[config.mk]
export PLATFORM = sky130hd
export DESIGN_NAME = note_sequencer
export DESIGN_NICKNAME = d
export VERILOG_FILES = /design/src/rtl/note_sequencer.sv
export SDC_FILE = /design/constraint.sdc
export NUM_CORES = 1
export LEC_CHECK = 0
export BUFFER_PORTS_ARGS = -buffer_cell sky130_fd_sc_hd__buf_2
export CORE_ASPECT_RATIO = 1.5
export CORE_UTILIZATION = 50
export CTS_CLUSTER_DIAMETER = 120
export CTS_CLUSTER_SIZE = 24
export DETAILED_ROUTE_END_ITERATION = 12
export PLACE_DENSITY = 0.72
export SLEW_MARGIN = 20
export SYNTH_ARGS = -nofsm -noshare
export SYNTH_HDL_FRONTEND = slang
export SYNTH_SLANG_ARGS = --single-unit
[constraint.sdc]
create_clock -name clk -period 4.1 [get_ports clk]
set_input_delay 0.41 -clock clk [delete_from_list [all_inputs] [get_ports clk]]
set_output_delay 0.41 -clock clk [all_outputs]
set_load 0.03 [all_outputs]
[src/rtl/note_sequencer.sv]
// Note sequencer: plays a table of (pitch, duration) entries from a small
// note memory, advancing one entry per programmed number of sample ticks.
module note_sequencer #(
  parameter int DEPTH = 32,
  parameter int AW    = 5,
  parameter int DW    = 13
) (
  input  logic          clk,
  input  logic          reset,
  input  logic          tick,
  input  logic          wr_en,
  input  logic [AW-1:0] wr_addr,
  input  logic [3:0]    wr_pitch,
  input  logic [DW-1:0] wr_dur,
  input  logic [AW-1:0] len,
  input  logic          start,
  input  logic          stop,
  input  logic          loop_en,
  output logic [3:0]    pitch,
  output logic          note_valid,
  output logic          note_start,
  output logic          busy,
  output logic          done,
  output logic [AW-1:0] cur_idx
);

  localparam logic [3:0] REST = 4'hF;

  typedef enum logic [1:0] {
    IDLE = 2'd0,
    LOAD = 2'd1,
    PLAY = 2'd2
  } state_t;

  state_t        state_q;
  logic [3+DW:0] mem [DEPTH];
  logic [3+DW:0] rd_word;
  logic [3:0]    ent_pitch_q;
  logic [DW-1:0] ent_dur_q;
  logic [DW-1:0] cnt_q;
  logic [DW-1:0] last_cnt_d;
  logic          entry_end_d;
  logic [AW-1:0] len_q;
  logic [AW-1:0] cur_idx_q;
  logic [AW-1:0] idx_next_d;
  logic [3:0]    pitch_q;
  logic          note_valid_q;
  logic          note_start_q;
  logic          busy_q;
  logic          done_q;

  // Note memory: written at any time, never reset; LOAD reads the old word
  // when it collides with a write in the same cycle.
  always_ff @(posedge clk) begin
    if (wr_en) mem[wr_addr] <= {wr_pitch, wr_dur};
  end

  assign rd_word = mem[cur_idx_q];

  // Entry-end detection: a zero duration is treated as one tick.
  always_comb begin
    last_cnt_d  = (ent_dur_q == '0) ? '0 : ent_dur_q - DW'(1);
    entry_end_d = tick && (cnt_q == last_cnt_d);
    idx_next_d  = cur_idx_q + AW'(1);
  end

  // Sequencer FSM with registered outputs.
  always_ff @(posedge clk or posedge reset) begin
    if (reset) begin
      state_q      <= IDLE;
      ent_pitch_q  <= REST;
      ent_dur_q    <= '0;
      cnt_q        <= '0;
      len_q        <= '0;
      cur_idx_q    <= '0;
      pitch_q      <= REST;
      note_valid_q <= 1'b0;
      note_start_q <= 1'b0;
      busy_q       <= 1'b0;
      done_q       <= 1'b0;
    end else begin
      note_start_q <= 1'b0;
      done_q       <= 1'b0;
      if (stop) begin
        state_q      <= IDLE;
        pitch_q      <= REST;
        note_valid_q <= 1'b0;
        busy_q       <= 1'b0;
      end else begin
        case (state_q)
          IDLE: begin
            pitch_q      <= REST;
            note_valid_q <= 1'b0;
            if (start) begin
              state_q   <= LOAD;
              cur_idx_q <= '0;
              len_q     <= len;
              busy_q    <= 1'b1;
            end
          end
          LOAD: begin
            // Outputs are set here so they appear on the first PLAY cycle.
            ent_pitch_q  <= rd_word[3+DW:DW];
            ent_dur_q    <= rd_word[DW-1:0];
            cnt_q        <= '0;
            pitch_q      <= rd_word[3+DW:DW];
            note_valid_q <= (rd_word[3+DW:DW] != REST);
            note_start_q <= 1'b1;
            state_q      <= PLAY;
          end
          PLAY: begin
            if (entry_end_d) begin
              if (cur_idx_q != len_q) begin
                cur_idx_q <= idx_next_d;
                state_q   <= LOAD;
              end else if (loop_en) begin
                cur_idx_q <= '0;
                state_q   <= LOAD;
              end else begin
                state_q      <= IDLE;
                done_q       <= 1'b1;
                busy_q       <= 1'b0;
                pitch_q      <= REST;
                note_valid_q <= 1'b0;
              end
            end else if (tick) begin
              cnt_q <= cnt_q + DW'(1);
            end
          end
          default: state_q <= IDLE;
        endcase
      end
    end
  end

  assign pitch      = pitch_q;
  assign note_valid = note_valid_q;
  assign note_start = note_start_q;
  assign busy       = busy_q;
  assign done       = done_q;
  assign cur_idx    = cur_idx_q;

endmodule

==> out/metrics.cfg <==
[timing]
setup_viol_count_final = 0
finalMaxSlewViolations = 0
clock.fmax_mhz = 267
fin_tns_setup_ns = 0
whs_ns = 0.0360
finalCritPeriodShare_pct = 91.3
tightest_slew_ns = 0.802
fin_skew_ns = 0.0216
hold_violations = 0
relSlewSlack_pct = 46.5
min_period_ns = 3.74
rsz0062_at_grt = false

[critical_path]
start_kind = register
critPathCaptureType = register
worst-endpoint-required_ns = 4.59
crit_chain = inv_1 > ha_1 > nor3b_1 > o311ai_0 > and3_2 > or4_4 > nor4_4 > nand3_2 > o41a_1 > mux2_4
cp_num_buf_inv = 1
arrival_ns = 4.24
r2r_start = ent_dur_q[0]
cpPeakStageDelay_ns = 0.52
crit_path_top_delay_cell = or4_4
crit_fanout = 7
cp_top_family = simple AND/OR/NAND/NOR gates
startpoint = ent_dur_q[0]
path_class = reg2reg

[grt]
grt_max_degree = 47
grt_pass1_wl_mm = 78.9
grt_pass1_vias = 12700
grt_util_all_layers_pct = 21.9
antenna_found_initial = 0
overflow = 0

[die]
start_util_pct = 50.8
fp.dieH_um = 270
fp.dieW_um = 180
rows = 97
die_area_mm2 = 0.0486
ioPinCount = 47
core_area_mm2 = 0.0470

[cts]
cts_setup_buffers = 0
root_buffer = clkbuf_16
clock_sinks = 590
cts_buffers = 28
clockBufferDepth = 3
clk_pin_slew_ns = 0.10
cts_tree = built
insertion_delay_ns = 0.60
htreeDepth = 1

[synth]
synthCells = 1319
synth_warnings = 0
synth_fp_nets = 1361
postSynthAreaPerCell_um2 = 18.1
synth_cell_types = 69
synth_largest_area_cell = edfxtp_1
yosys-top-cells-area = edfxtp_1, mux4_2, mux2i_1
synth_area_mm2 = 0.0239
ys_seq_area_share_pct = 73.3
synthArstFlopShare_pct = 7.80
synth_edf_count = 544
synth_ff_type = edfxtp_1
ys_ff_latch = 590
yosysTopAreaCellShare_pct = 68.4

[min_path]
worstHoldPathType = in2reg
min_from = len[2]

[route]
drcViolationCount = 0
route.antenna.remaining_nets = 0
drt-initial-drc-count = 1038
viasPerCell = 6.20
drt-total-wl_mm = 52.5
wl_per_cell_um = 26.2
vias = 12400
drt-pass1-iter-count = 6

[cells_and_area]
nFillCells = 3495
nNetsFinal = 1427
final_common_cell = edfxtp_1
most-common-layout-cells = edfxtp_1, mux2i_1, mux4_2
layout-drive-gt1-share_pct = 20.9
syn_to_final_growth_pct = 8.78
design_area_mm2 = 0.0260

[power_and_ir_drop]
ir_drop_v = 0.000322
switching_power_uw = 2630
cellPowerDensity_mw_per_mm2 = 429
p_leak_uw = 0.00803
combPwrFrac_pct = 9.8
total_power_uw = 11100
clock_power_share_pct = 27.9
seqPwrFrac_pct = 62.3
power.internal_uw = 8500
swShare_pct = 23.7

[run]
cap_violations = 0

[place]
dpl.hpwl_mm = 32.9
io_buffers = 46
post_dp_cell_area_mm2 = 0.0251
gp_congestion = 0.859

[status]
status = finished clean

-- cell families (layout without fill, tap and decap cells) --
group	after synthesis	count (layout)	share of synthesized area (%)
XOR/XNOR	16	16	0.587
adder cells (fa/ha/maj)	8	8	0.419
flip-flops	590	590	73.3
AO/OA/AOI/OAI	168	168	5.12
AND/OR/NAND/NOR	223	223	4.64
multiplexers	221	221	14.3
other	0	1	0
buffers and inverters	93	181	1.67
-- registers in the layout (all words and copies together), names as in the netlist --
register    count
len_q           5
state_q         2
cur_idx         5
done            1
mem           544
busy            1
cnt_q          13
note_start      1
pitch           4
ent_dur_q      13
note_valid      1
-- worst register-to-register path: cells and delay by family (launching register included) --
kind,cells,cell delay [ns]
buffers and inverters,1,0.11
flip-flops,1,0.47
AO/OA/AOI/OAI,2,0.86
multiplexers,1,0.33
adder cells (fa/ha/maj),1,0.24
AND/OR/NAND/NOR,5,1.61
-- path summary, 6_finish.rpt --
check                      depth (start not counted)         end  slack (ns)
max                                               10  note_valid        0.36
min                                                2    len_q[2]        0.04
max reg2reg                                       10  note_valid        0.36
min reg2reg                                        2    pitch[1]        0.48
max in group asynchronous                          3  cur_idx[1]        3.09
min in group asynchronous                          3  note_valid        0.47
-- synthesized netlist by cell type, types with 20 or more instances --
| cell | n |
|---|---|
| dfrtp_1 | 42 |
| o221ai_1 | 51 |
| mux2i_1 | 119 |
| o22ai_1 | 27 |
| nand2_1 | 68 |
| a21oi_1 | 22 |
| edfxtp_1 | 544 |
| nor2_1 | 56 |
| o21ai_0 | 20 |
| nor3_1 | 26 |
| buf_2 | 27 |
| clkbuf_1 | 34 |
| mux4_2 | 95 |
-- metal layers --
| metal | up-vias | share of wire (%) | routed length (um) | track usage, % |
|---|---|---|---|---|
| met5 | - | 0 | 0 | 0 |
| met4 | 0 | 3.1 | 1650 | 7.22 |
| met3 | 88 | 4.8 | 2510 | 1.89 |
| met2 | 404 | 54 | 28400 | 40.7 |
| met1 | 6427 | 38 | 20000 | 26.7 |
| li1 | 5484 | - | - | - |
-- final cells by class --
| cell class | count | area [um2] | share of cell area [%] |
|---|---|---|---|
| Sequential cell | 590 | 17500 | 67.4 |
| Multi-Input combinational cell | 636 | 6070 | 23.4 |
| Clock buffer | 51 | 808 | 3.11 |
| Timing Repair Buffer | 107 | 753 | 2.90 |
| Tap cell | 594 | 743 | 2.86 |
| Inverter | 22 | 83.8 | 0.323 |
| Clock inverter | 1 | 11.3 | 0.0434 |
| Antenna cell | 1 | 2.50 | 0.00964 |
-- power by group through the flow --
stage | clock network (uW) | registers [uW] | logic, uW
after detailed placement | 0 | 7070 | 1090
final | 3100 | 6940 | 1090
after global routing | 3350 | 6960 | 1190
after global placement | 0 | 7050 | 1080
after CTS | 3170 | 6930 | 1090
after floorplan | 0 | 7040 | 761
-- through the flow --
step	worst slack (ns)	std cells	utilization [%]
after global routing	0.161	2001	55.3
final	0.356	2002	55.3
after floorplan	0.793	1319	-
after detailed placement	0.377	1948	53.5
after CTS	0.345	2000	55.3
after global placement	0.438	1948	53.5
-- what timing repair did --
item | in CTS | in global routing
hold endpoints to repair | 0 | 27
hold buffers | 0 | 1
gates resized for setup | 0 | 0
No activity file was read; power rests on OpenSTA's default activity.
